**config.mk**
```make
export PLATFORM = sky130hd
export DESIGN_NAME = wb_regfile_flat
export DESIGN_NICKNAME = d
export VERILOG_FILES = /design/src/rtl/cpu19_pkg.sv /design/src/rtl/wb_regfile_if.sv /design/src/rtl/regfile_core.sv /design/src/rtl/wb_regfile.sv /design/src/flat_wrapper.sv
export SDC_FILE = /design/constraint.sdc
export NUM_CORES = 1
export LEC_CHECK = 0
export CAP_MARGIN = 20
export CORE_MARGIN = 10
export CORE_UTILIZATION = 59
export DETAILED_ROUTE_END_ITERATION = 16
export PLACE_DENSITY_LB_ADDON = 0.05
export SYNTH_ARGS = -nofsm -noshare
export SYNTH_HDL_FRONTEND = slang
export SYNTH_HIERARCHICAL = 1
export SYNTH_SLANG_ARGS = --single-unit
export TNS_END_PERCENT = 20
```
**constraint.sdc**
```tcl
create_clock -name clk -period 3.44 [get_ports clk]
set_input_delay 0.688 -clock clk [delete_from_list [all_inputs] [get_ports clk]]
set_output_delay 0.688 -clock clk [all_outputs]
set_load 0.01 [all_outputs]
```
**src/rtl/cpu19_pkg.sv**
```systemverilog
// Shared types and sizes for the 19-bit pipeline: register file, pipeline registers, hazard unit.
package cpu19_pkg;

    localparam int unsigned XLEN   = 19;
    localparam int unsigned REG_AW = 3;
    localparam int unsigned NREGS  = 8;

    typedef logic [XLEN-1:0]   word_t;
    typedef logic [REG_AW-1:0] regaddr_t;

    // Writeback source select: load data or ALU result, full width.
    function automatic word_t wb_select(logic memtoreg, word_t rdata, word_t alu);
        return memtoreg ? rdata : alu;
    endfunction

endpackage

```
**src/rtl/wb_regfile_if.sv**
```systemverilog
// MEM/WB writeback bus, ID read ports and debug trace of the writeback register file.
interface wb_regfile_if #(
    parameter int unsigned CNT_W = 16
) ();
    import cpu19_pkg::*;

    logic             WB_regwrite;
    logic             WB_memtoreg;
    word_t            WB_rdata;
    word_t            WB_out;
    regaddr_t         WB_rd;
    regaddr_t         rs1_addr;
    regaddr_t         rs2_addr;
    word_t            rs1_data;
    word_t            rs2_data;
    logic             trc_valid;
    regaddr_t         trc_rd;
    word_t            trc_data;
    logic [CNT_W-1:0] retire_cnt;

    modport master (
        output WB_regwrite, WB_memtoreg, WB_rdata, WB_out, WB_rd, rs1_addr, rs2_addr,
        input  rs1_data, rs2_data, trc_valid, trc_rd, trc_data, retire_cnt
    );

    modport slave (
        input  WB_regwrite, WB_memtoreg, WB_rdata, WB_out, WB_rd, rs1_addr, rs2_addr,
        output rs1_data, rs2_data, trc_valid, trc_rd, trc_data, retire_cnt
    );

endinterface

```
**src/rtl/regfile_core.sv**
```systemverilog
// 8x19 register array: one synchronous write port, two combinational read ports, async clear.
module regfile_core
    import cpu19_pkg::*;
#(
    parameter bit R0_ZERO = 1'b1
) (
    input  logic     clk,
    input  logic     rst_n,
    input  logic     we,
    input  regaddr_t waddr,
    input  word_t    wdata,
    input  regaddr_t raddr1,
    input  regaddr_t raddr2,
    output word_t    rdata1,
    output word_t    rdata2
);

    word_t regs_q [NREGS];

    always_ff @(posedge clk or negedge rst_n) begin
        if (!rst_n) begin
            for (int unsigned i = 0; i < NREGS; i++) begin
                regs_q[i] <= '0;
            end
        end else if (we) begin
            regs_q[waddr] <= wdata;
        end
    end

    // Address 0 is hard-wired to zero on the read side as well, independent of array contents.
    always_comb begin
        rdata1 = regs_q[raddr1];
        rdata2 = regs_q[raddr2];
        if (R0_ZERO && (raddr1 == '0)) rdata1 = '0;
        if (R0_ZERO && (raddr2 == '0)) rdata2 = '0;
    end

endmodule

```
**src/rtl/wb_regfile.sv**
```systemverilog
// Writeback stage: source mux, commit, register file, debug trace and retire counter.
// Define WB_BYPASS_EN to forward the committing value to same-cycle reads of WB_rd.
module wb_regfile
    import cpu19_pkg::*;
#(
    parameter int unsigned R0_ZERO = 1,
    parameter int unsigned CNT_W   = 16
) (
    input logic         clk,
    input logic         rst_n,
    wb_regfile_if.slave bus
);

    word_t            wb_val;
    logic             commit;
    word_t            core_rd1;
    word_t            core_rd2;
    logic             trc_valid_q;
    regaddr_t         trc_rd_q;
    word_t            trc_data_q;
    logic [CNT_W-1:0] retire_cnt_q;

    always_comb begin
        wb_val = wb_select(bus.WB_memtoreg, bus.WB_rdata, bus.WB_out);
        commit = bus.WB_regwrite && !((R0_ZERO != 0) && (bus.WB_rd == '0));
    end

    regfile_core #(
        .R0_ZERO (R0_ZERO != 0)
    ) u_core (
        .clk    (clk),
        .rst_n  (rst_n),
        .we     (commit),
        .waddr  (bus.WB_rd),
        .wdata  (wb_val),
        .raddr1 (bus.rs1_addr),
        .raddr2 (bus.rs2_addr),
        .rdata1 (core_rd1),
        .rdata2 (core_rd2)
    );

    always_ff @(posedge clk or negedge rst_n) begin
        if (!rst_n) begin
            trc_valid_q  <= 1'b0;
            trc_rd_q     <= '0;
            trc_data_q   <= '0;
            retire_cnt_q <= '0;
        end else begin
            trc_valid_q <= commit;
            if (commit) begin
                trc_rd_q     <= bus.WB_rd;
                trc_data_q   <= wb_val;
                retire_cnt_q <= retire_cnt_q + CNT_W'(1);
            end
        end
    end

    always_comb begin
`ifdef WB_BYPASS_EN
        // commit is already false for R0 when it is hard-wired, so no bypass of zero writes.
        bus.rs1_data = (commit && (bus.rs1_addr == bus.WB_rd)) ? wb_val : core_rd1;
        bus.rs2_data = (commit && (bus.rs2_addr == bus.WB_rd)) ? wb_val : core_rd2;
`else
        bus.rs1_data = core_rd1;
        bus.rs2_data = core_rd2;
`endif
        bus.trc_valid  = trc_valid_q;
        bus.trc_rd     = trc_rd_q;
        bus.trc_data   = trc_data_q;
        bus.retire_cnt = retire_cnt_q;
    end

endmodule

```
**src/flat_wrapper.sv**
```systemverilog
// flat-port wrapper written by rule: the top's interface ports become plain ports
module wb_regfile_flat import cpu19_pkg::*;
#(
    parameter int unsigned R0_ZERO = 1,
    parameter int unsigned CNT_W   = 16
)
  (clk, rst_n, bus_WB_regwrite, bus_WB_memtoreg, bus_WB_rdata, bus_WB_out, bus_WB_rd, bus_rs1_addr, bus_rs2_addr, bus_rs1_data, bus_rs2_data, bus_trc_valid, bus_trc_rd, bus_trc_data, bus_retire_cnt);
  wb_regfile_if #(.CNT_W(CNT_W)) bus_i ();
  input logic clk;
  input logic rst_n;
  input wire logic [$bits(bus_i.WB_regwrite)-1:0] bus_WB_regwrite;
  input wire logic [$bits(bus_i.WB_memtoreg)-1:0] bus_WB_memtoreg;
  input wire logic [$bits(bus_i.WB_rdata)-1:0] bus_WB_rdata;
  input wire logic [$bits(bus_i.WB_out)-1:0] bus_WB_out;
  input wire logic [$bits(bus_i.WB_rd)-1:0] bus_WB_rd;
  input wire logic [$bits(bus_i.rs1_addr)-1:0] bus_rs1_addr;
  input wire logic [$bits(bus_i.rs2_addr)-1:0] bus_rs2_addr;
  output wire logic [$bits(bus_i.rs1_data)-1:0] bus_rs1_data;
  output wire logic [$bits(bus_i.rs2_data)-1:0] bus_rs2_data;
  output wire logic [$bits(bus_i.trc_valid)-1:0] bus_trc_valid;
  output wire logic [$bits(bus_i.trc_rd)-1:0] bus_trc_rd;
  output wire logic [$bits(bus_i.trc_data)-1:0] bus_trc_data;
  output wire logic [$bits(bus_i.retire_cnt)-1:0] bus_retire_cnt;
  assign bus_i.WB_regwrite = bus_WB_regwrite;
  assign bus_i.WB_memtoreg = bus_WB_memtoreg;
  assign bus_i.WB_rdata = bus_WB_rdata;
  assign bus_i.WB_out = bus_WB_out;
  assign bus_i.WB_rd = bus_WB_rd;
  assign bus_i.rs1_addr = bus_rs1_addr;
  assign bus_i.rs2_addr = bus_rs2_addr;
  assign bus_rs1_data = bus_i.rs1_data;
  assign bus_rs2_data = bus_i.rs2_data;
  assign bus_trc_valid = bus_i.trc_valid;
  assign bus_trc_rd = bus_i.trc_rd;
  assign bus_trc_data = bus_i.trc_data;
  assign bus_retire_cnt = bus_i.retire_cnt;
  wb_regfile #(.R0_ZERO(R0_ZERO), .CNT_W(CNT_W)) u_core (.clk(clk), .rst_n(rst_n), .bus(bus_i));
endmodule
```
==> run_results.csv <==
group,metric,value,unit
detailed_routing,drc,0,
timing,max_slew_margin,31.2,%
logic_synthesis,syn_area,8950,um^2
detailed_routing,drt_first_iter_violations,661,
die,rows,44,
setup_path,crit_required,2750,ps
global_routing,grt_pass1_wl,40000,um
setup_path,r2r-start,"u_core/bus.retire_cnt[2]",
detailed_routing,ant_nets,0,
detailed_routing,drt_wl_total,25500,um
timing,fin_hold_ws,165,ps
clocking,cts.path.max_buffers,2,
timing,setup_viol,0,
logic_synthesis,synth_edf_count,0,
global_routing,overflow,0,
clocking,cts_buffers,17,
logic_synthesis,yosys_warnings,6,
global_routing,grtUsageTotal,25.1,%
pwr,p_seq_share,42.9,%
logic_synthesis,synth_fp_nets,764,
die,dieWidth,143,um
setup_path,r2r_end,"u_core/bus.retire_cnt[14]",
final_layout,fillers,918,
timing,finalCritPeriodShare,96.9,%
pwr,vdd_ir_drop_max,0.389,mV
setup_path,critPathLaunchType,"input port",
pwr,p_leak,4.79,nW
setup_path,rr_worst_depth,4,
logic_synthesis,avgSynthCellArea,12.6,um^2
clocking,cts-htree-levels,4,
final_layout,drive_gt1_share,32.4,%
detailed_routing,routed_via_density,6.44,
detailed_routing,wl_per_cell,24.5,um
clocking,cts_hold_buf,0,
run,cap_violations,0,
pwr,power_density,600,nW/um^2
clocking,cts-root-buf,"clkbuf_16",
global_routing,grt_pass1_vias,7104,
global_routing,grt_max_degree,81,
die,fp.dieArea,20500,um^2
status,outcome,"completed",
clocking,tritoncts,"yes",
setup_path,crit_fanout,9,
final_layout,final_common_cell,"mux2_2",
setup_path,arrival,2650,ps
pwr,p_int,0.00479,W
timing,finClkSkew,4.72,ps
final_layout,most-common-layout-cells,"189 x mux2_2, 172 x dfrtp_1, 122 x clkdlybuf4s50_1",
pwr,switching_share,28.8,%
timing,finalSetupTns,0,ps
logic_synthesis,seq_area_frac_synth,48.1,%
setup_path,r2r_slack,1900,ps
place,numPortBuffers,127,
logic_synthesis,synth_seq_cells,172,
pwr,comb_power_share,26.4,%
timing,finalCriticalPeriod,3330,ps
clocking,cts_num_sinks,172,
final_layout,n_antenna_cell,0,
clocking,clkTransAtPathRegs,70,ps
final_layout,nNetsFinal,897,
detailed_routing,dr_total_vias,6700,
timing,clock.fmax,300,MHz
worst_hold_path,hp-class,"input port to asynchronous set/reset pin",
timing,drv_slew,0,
detailed_routing,firstDrtPassIters,5,
place,dp_hpwl,17100,um
die,die_h,143,um
logic_synthesis,synth_cells,712,
global_routing,antenna_found_initial,0,
logic_synthesis,ys.flop_type,"dfrtp_1",
die,core_area,14700,um^2
setup_path,crit_start,"bus_rs2_addr[1]",
setup_path,end_kind,"output port",
place,gp_congestion,0.879,
logic_synthesis,synthArstFlopShare,100,%
timing,hold_viol,0,
clocking,clock_latency,430,ps
timing,worstMarginPinSlew,1030,ps
timing,rsz0062_at_grt,"false",
pwr,power.switching,0.00194,W
pwr,clock_power_share,30.7,%
setup_path,worstSetupPathType,"input port to output port",
die,ioPinCount,128,
final_layout,area_growth,25.2,%
die,initial_core_util,60.9,%
logic_synthesis,synth.distinct_cells,37,
setup_path,critPathCapture,"bus_rs2_data[14]",
[layout make-up]
class	instances	area [um^2]	share of cell area [%]
inverter	1	3.75	0.0335
timing repair buffer	172	1710	15.2
clock inverter	12	195	1.74
clock buffer	19	433	3.86
tap	184	230	2.05
multi-input combinational	481	4340	38.7
sequential	172	4300	38.4
[through the flow]
| stage | setup WS, ps | cells | utilization [%] | instance area [um^2] | total power, W |
|---|---|---|---|---|---|
| after global placement | -104 | 1010 | 71.9 | 10600 | 0.00454 |
| final | 105 | 1041 | 76.3 | 11200 | 0.00672 |
| after global routing | 16.1 | 1041 | 76.3 | 11200 | 0.00703 |
| after detailed placement | -120 | 1010 | 71.9 | 10600 | 0.00465 |
| after floorplan | 912 | 712 | - | 8950 | 0.00385 |
| after CTS | -48.6 | 1041 | 76.1 | 11200 | 0.00674 |
[worst min-delay path by stage]
stage | start | endpoint | slack [ps] | depth (start not counted)
after floorplan | rst_n | u_core/bus.retire_cnt[0] | 390 | 0
after global placement | u_core/bus.trc_rd[0] | u_core/bus.trc_rd[0] | 460 | 2
after detailed placement | u_core/bus.trc_data[10] | u_core/bus.trc_data[10] | 460 | 2
after CTS | rst_n | u_core/u_core/regs_q[59] | 170 | 1
after global routing | rst_n | u_core/u_core/regs_q[59] | 190 | 1
final | rst_n | u_core/u_core/regs_q[59] | 170 | 1
[state kept, by name, summed over array words and instances (netlist names)]
signal,flops
u_core/bus.trc_rd,3
u_core/bus.trc_data,19
u_core/u_core/regs_q,133
u_core/bus.retire_cnt,16
u_core/bus.trc_valid,1
[cell usage after synthesis (all sizes together), types with 3 or more instances]
| master | instances | area share (%) |
|---|---|---|
| mux2 | 190 | 24 |
| dfrtp | 172 | 48 |
| nand2 | 68 | 2.9 |
| a221oi | 57 | 5.6 |
| mux2i | 57 | 6.4 |
| buf | 39 | 2.8 |
| nor2b | 23 | 1.6 |
| a211oi | 19 | 1.6 |
| a311oi | 19 | 1.9 |
| clkbuf | 19 | 0.82 |
| xnor2 | 13 | 1.3 |
| nand3 | 8 | 0.45 |
| nand4 | 4 | 0.35 |
| nand4b | 3 | 0.29 |
[what timing repair did]
item / CTS / global route
setup buffers: 0 / 0
cloned: 0 / 0
setup endpoints to repair: 20 / 7
pin swaps: 0 / 0
resized for setup: 2 / 4
[worst max-delay path, cell delays in order]
cell,delay [ps]
dlygate4sd2_1,420
mux2_2,380
a221oi_1,400
a221oi_1,110
buf_4,160
clkdlybuf4s50_1,480
[power by group through the flow]
stage	registers (W)	clock network [W]	logic, W
2_1_floorplan	0.00281	0	0.00103
3_3_place_gp	0.00284	0	0.00170
3_5_place_dp	0.00290	0	0.00175
4_1_cts	0.00287	0.00209	0.00177
5_1_grt	0.00294	0.00217	0.00191
6_report	0.00288	0.00207	0.00177
[cells by family (layout without fill, tap and decap cells)]
logic type                 after synthesis  in the layout  share of synthesized area [%]
xor gates and xnor gates                15             15                           1.47
buffers and inverters                   59            204                           3.68
adders and majority gates                1              1                          0.140
AOI/OAI and AO/OA                       98             98                           9.46
muxes                                  247            247                           30.3
and+or+nand+nor                        120            120                           6.89
DFF                                    172            172                           48.1
[routing by layer]
metal | wire (um) | part of all wire (%) | track usage, %
met1 | 10900 | 43 | 32.4
met2 | 11700 | 46 | 38.8
met3 | 2550 | 10 | 8.82
met4 | 442 | 1.7 | 7.93
met5 | 0 | 0 | 0
Power figures use the tool's default switching activity.
